<file path="src/rtl/bn_param_feeder.sv">
`default_nettype none
// ============================================================================
// Module   : bn_param_feeder
// Brief    : Per-channel scale/bias sequencer feeding the batch-norm stage;
//            aligns each accepted feature word with its channel coefficients.
// Revision : 1.0 - initial release
// ============================================================================
module bn_param_feeder #(
    parameter int CH_MAX = 64,
    parameter int CH_W   = 6,
    parameter int PIX_W  = 16
) (
    input  logic             clk,
    input  logic             rst,
    input  logic             param_wr_en,
    input  logic [CH_W-1:0]  param_wr_addr,
    input  logic [31:0]      param_wr_scale,
    input  logic [31:0]      param_wr_bias,
    input  logic             cfg_start,
    input  logic [CH_W-1:0]  cfg_last_ch,
    input  logic [PIX_W-1:0] cfg_last_pix,
    input  logic [31:0]      s_data,
    input  logic             s_valid,
    output logic             s_ready,
    output logic [31:0]      m_data_in,
    output logic [31:0]      m_data_a,
    output logic [31:0]      m_data_b,
    output logic             m_valid,
    output logic             m_last,
    output logic             busy,
    output logic             done
);

    typedef enum logic [1:0] {
        ST_IDLE = 2'd0,
        ST_RUN  = 2'd1,
        ST_DONE = 2'd2
    } state_t;

    localparam logic [31:0] c_LAST_CH_MAX = 32'(CH_MAX - 1);

    state_t            r_state;
    state_t            w_state_nxt;
    logic [CH_W-1:0]   r_last_ch;
    logic [PIX_W-1:0]  r_last_pix;
    logic [CH_W-1:0]   r_ch_cnt;
    logic [PIX_W-1:0]  r_pix_cnt;
    logic [63:0]       r_store [CH_MAX];
    logic [63:0]       w_coef;
    logic [CH_W-1:0]   w_last_ch_clip;
    logic              w_accept;
    logic              w_pix_end;
    logic              w_run_end;
    logic              w_idle;

    assign w_idle    = (r_state == ST_IDLE);
    assign w_accept  = (r_state == ST_RUN) && s_valid;
    assign w_pix_end = (r_pix_cnt == r_last_pix);
    assign w_run_end = w_accept && w_pix_end && (r_ch_cnt == r_last_ch);

    assign s_ready = (r_state == ST_RUN);
    assign busy    = (r_state == ST_RUN);

    // Compared at 32 bits so the clip stays meaningful when CH_MAX < 2**CH_W.
    assign w_last_ch_clip = ({{(32-CH_W){1'b0}}, cfg_last_ch} > c_LAST_CH_MAX)
                          ? c_LAST_CH_MAX[CH_W-1:0] : cfg_last_ch;

    // Coefficient store deliberately has no reset so contents survive rst.
    always_ff @(posedge clk) begin
        for (int i = 0; i < CH_MAX; i++) begin
            if (param_wr_en && w_idle && (param_wr_addr == CH_W'(i))) begin
                r_store[i] <= {param_wr_scale, param_wr_bias};
            end
        end
    end

    always_comb begin
        w_coef = '0;
        for (int i = 0; i < CH_MAX; i++) begin
            if (r_ch_cnt == CH_W'(i)) begin
                w_coef = r_store[i];
            end
        end
    end

    always_comb begin
        w_state_nxt = r_state;
        case (r_state)
            ST_IDLE: if (cfg_start) w_state_nxt = ST_RUN;
            ST_RUN:  if (w_run_end) w_state_nxt = ST_DONE;
            ST_DONE: w_state_nxt = ST_IDLE;
            default: w_state_nxt = ST_IDLE;
        endcase
    end

    always_ff @(posedge clk) begin
        if (rst) begin
            r_state    <= ST_IDLE;
            r_last_ch  <= '0;
            r_last_pix <= '0;
            r_ch_cnt   <= '0;
            r_pix_cnt  <= '0;
            m_data_in  <= '0;
            m_data_a   <= '0;
            m_data_b   <= '0;
            m_valid    <= 1'b0;
            m_last     <= 1'b0;
            done       <= 1'b0;
        end else begin
            r_state <= w_state_nxt;
            m_valid <= w_accept;
            m_last  <= w_run_end;
            done    <= w_run_end;
            if (w_idle && cfg_start) begin
                r_last_ch  <= w_last_ch_clip;
                r_last_pix <= cfg_last_pix;
                r_ch_cnt   <= '0;
                r_pix_cnt  <= '0;
            end
            if (w_accept) begin
                m_data_in <= s_data;
                m_data_a  <= w_coef[63:32];
                m_data_b  <= w_coef[31:0];
                if (w_pix_end) begin
                    r_pix_cnt <= '0;
                    if (r_ch_cnt != r_last_ch) begin
                        r_ch_cnt <= r_ch_cnt + 1'b1;
                    end
                end else begin
                    r_pix_cnt <= r_pix_cnt + 1'b1;
                end
            end
        end
    end

endmodule
`default_nettype wire

</file>
<file path="config.mk">
export PLATFORM = sky130hd
export DESIGN_NAME = bn_param_feeder
export DESIGN_NICKNAME = d
export VERILOG_FILES = /design/src/rtl/bn_param_feeder.sv
export SDC_FILE = /design/constraint.sdc
export NUM_CORES = 2
export LEC_CHECK = 0
export BUFFER_PORTS_ARGS = -buffer_cell sky130_fd_sc_hd__buf_2
export CORE_MARGIN = 2
export CORE_UTILIZATION = 39
export CTS_CLUSTER_SIZE = 40
export DETAILED_ROUTE_END_ITERATION = 7
export GPL_TIMING_DRIVEN = 0
export HOLD_SLACK_MARGIN = 0.15
export PLACE_DENSITY_LB_ADDON = 0.08
export SYNTH_ARGS = -nofsm -noshare
export SYNTH_HDL_FRONTEND = slang
export SYNTH_SLANG_ARGS = --single-unit
</file>
<file path="constraint.sdc">
create_clock -name clk -period 5.38 [get_ports clk]
set_input_delay 0.538 -clock clk [delete_from_list [all_inputs] [get_ports clk]]
set_output_delay 0.538 -clock clk [all_outputs]
set_load 0.01 [all_outputs]
</file>
==> impl_metrics.ini <==
[floorplanning]
fp.dieArea_um2 = 419000
dieWidth_um = 647
die_ht_um = 647
design.core.area_um2 = 413000
rows = 236
floorplan.initialDensity_pct = 39.1
ios = 230

[synth]
ys_async_sr_fraction_pct = 0
synth-seq-area-share_pct = 78.1
synth_nets = 10300
synth-warning-count = 0
synth.top_cells.by_area = edfxtp_1, o22ai_1, a221oi_1
synth_top_area_share_pct = 76.3
synth_enable_flop_cells = 4096
synth_most_common_cell = edfxtp_1
synth_top_cells_by_count = edfxtp_1, nor2_1, nand2_1, o22ai_1, a21oi_1
avgSynthCellArea_um2 = 15.9
synth_ff_type = edfxtp_1
netlist.top_cell.by_area = edfxtp_1
synth.cell_area_um2 = 161000
yosys_register_bits = 4240
netlist_instances = 10200
synth_cell_types = 104

[sta]
final_min_period_over_clock_period_pct = 104
max_freq_ghz = 0.179
post-route-worst-setup-slack_ns = -0.221
setup_violations = 28
unrepaired_setup_endpoints_after_global_routing = true
min_period_ns = 5.60
max_slew_margin_pct = -4.13
fin_setup_tns_ns = -2.33
final_hold_viol_count = 0
worst_clock_skew_ns = 0.0602
drv_slew = 78
worst_slew_pin_slew_ns = 1.55

[cts]
clock-sinks = 4240
cts_root_buffer = clkbuf_16
htree_num_levels = 5
path_clk_slew_ns = 0.06
clock_tree.buffer_depth = 4
number_of_clock_buffers_inserted_by_tritoncts = 456
clk-insertion-delay-late_ns = 1.04
cts_tree = built

[route]
routedWlPerCell_um = 40.4
drt_first_pass_iters = 6
remaining_drc_errors = 0
vias = 110000
drt-vias-per-instance = 6.44
postRouteAntennaNets = 0
routed_wirelength_mm = 689
drt_iter0_markers = 18300

[power]
power-per-cell-area_nw_per_um2 = 361
power.leakage_nw = 60.1
power.ir.vdd_worst_uv = 287

[setup_path]
startpoint_kind_of_the_worst_setup_timing_path = register
worstReg2RegStart = r_ch_cnt[3]
critical_path.most_common_cell = buf_4
worst_path_largest_cell_delay_ns = 0.97
cp_cell_sequence = buf_4 > buf_6 > clkinv_1 > nand3_1 > nand2_2 > clkbuf_2 > o21ai_0 > nand3_2 > a2111oi_2 > buf_4 > o21ai_1
critPathSlowestCell = nand3_1
worst-endpoint-arrival_ns = 6.52
worstPathRequired_ns = 6.30
timing.critical_path.to = m_data_b[31]
critPathCaptureType = register
reg2regPathDepth = 11
criticalPathCategory = register to register
crit_start = r_ch_cnt[3]
rrSetupSlack_ns = -0.22
crit_cells = 11
worstReg2RegEnd = m_data_b[31]
path_max_fanout = 10
cp_num_buf_inv = 5
crit_family = buffers and inverters

[global_routing]
grt-ovfl-total = 0
gr-usage-all-layers_pct = 32.1
grt_pass1_vias = 103000
pin_count_of_the_biggest_net_entering_global_routing = 65
antenna_found_initial = 70
grt_first_pass_wirelength_mm = 911

[job]
cap_viol_max_count = 6

[cells_and_area]
final_nets = 11300
signed_area_change_from_the_synthesized_netlist_to_the_final_layout_pct = 18.2
final_layout_size_suffix_gt1_share_pct = 14.8
final_core_utilization_pct = 46.2

[run_status]
failing_checks = max-capacitance violations, max-slew violations, negative setup slack
run_status = finished, violations left

[place]
gp_routability_congestion = 1.03
port-buffer-count = 229
detailed_place_hpwl_mm = 505

[min_path]
hp-class = input pin to register
flip-flops by register name, indices dropped and copies added (netlist names):
name,flops
m_data_a,32
m_data_in,32
r_state,2
r_store,4096
m_valid,1
r_pix_cnt,16
r_ch_cnt,6
m_data_b,32
r_last_ch,6
r_last_pix,16
done,1
metrics by stage:
step                      instances  area, um2  setup WS [ns]  hold slack [ns]  power, mW
after floorplan               10200     161000          0.923            0.441       37.3
after global placement        15900     169000          -3.85            0.442       38.3
after detailed placement      16100     174000          -2.23            0.445       38.4
after CTS                     17000     190000         0.0174            0.150       68.9
after global routing          17000     190000        -0.0658            0.150       70.1
final                         17000     191000         -0.221            0.128       68.7
power breakdown:
group	switching (mW)	internal, mW
registers	0.0645	36.3
clock network	13.4	17.6
logic	1.10	0.279
routing by layer:
metal / GRT usage [%] / share of wire (%) / vias to the layer above
li1: - / - / 44000
met1: 44.7 / 40 / 57600
met2: 47.4 / 43 / 7007
met3: 7.57 / 11 / 1179
met4: 15.1 / 5.6 / 13
met5: 0.162 / 0.020 / -
final cells by class:
| type | instances | area [um2] |
|---|---|---|
| fill | 35900 | 222000 |
| sequential | 4240 | 126000 |
| multi-input combinational | 5281 | 33900 |
| clock buffer | 597 | 12300 |
| tap | 5474 | 6850 |
| timing repair buffer | 553 | 6340 |
| buffer | 614 | 2960 |
| clock inverter | 246 | 2120 |
| antenna | 27 | 67.6 |
| inverter | 15 | 62.6 |
cell families after synthesis:
| family | after synthesis | share of synthesized area (%) |
|---|---|---|
| buffers and inverters | 637 | 1.71 |
| adder cells (fa/ha/maj) | 5 | 0.0388 |
| flip-flops | 4240 | 78.1 |
| XOR/XNOR | 24 | 0.130 |
| AO/OA/AOI/OAI | 3227 | 14.3 |
| AND/OR/NAND/NOR | 2021 | 5.75 |
| multiplexers | 4 | 0.0256 |
worst register-to-register path, cell delays in order, from the launching register on:
cell	delay, ns
dfxtp_1	0.58
buf_4	0.26
buf_6	0.17
clkinv_1	0.77
nand3_1	0.98
nand2_2	0.35
clkbuf_2	0.42
o21ai_0	0.56
nand3_2	0.44
a2111oi_2	0.55
buf_4	0.31
o21ai_1	0.09
worst min-delay path by stage:
stage                       startpoint               to  slack [ns]  cells after the start
floorplan             r_store[1][2014]     m_data_b[30]        0.44                      2
global placement          m_data_in[1]     m_data_in[1]        0.44                      2
detailed placement       m_data_in[31]    m_data_in[31]        0.44                      2
CTS                 param_wr_scale[23]  r_store[0][695]        0.15                      1
global route          param_wr_bias[8]    r_store[0][8]        0.15                      1
finish               param_wr_bias[20]   r_store[0][84]        0.13                      1
placed cells by master (no fill, tap or decap), types with 123 or more instances in the layout:
cell	n
nand2_1	660
o22ai_1	536
buf_12	156
o211ai_1	123
clkbuf_16	461
nor3_1	143
a22o_1	145
edfxtp_1	4096
o221ai_1	228
dfxtp_1	142
clkbuf_1	354
a221oi_1	347
o21ai_0	404
a21oi_1	434
buf_2	394
a22oi_1	276
nand3_1	179
nor2_1	592
timing repair:
| action | CTS | global route |
|---|---|---|
| gates resized for setup | 280 | 15 |
| hold buffers | 76 | 19 |
| setup endpoints to repair | 64 | 21 |
| pin swaps | 17 | 2 |
| hold endpoints to repair | 658 | 254 |
| setup buffers | 16 | 2 |
Power figures use the tool's default switching activity.
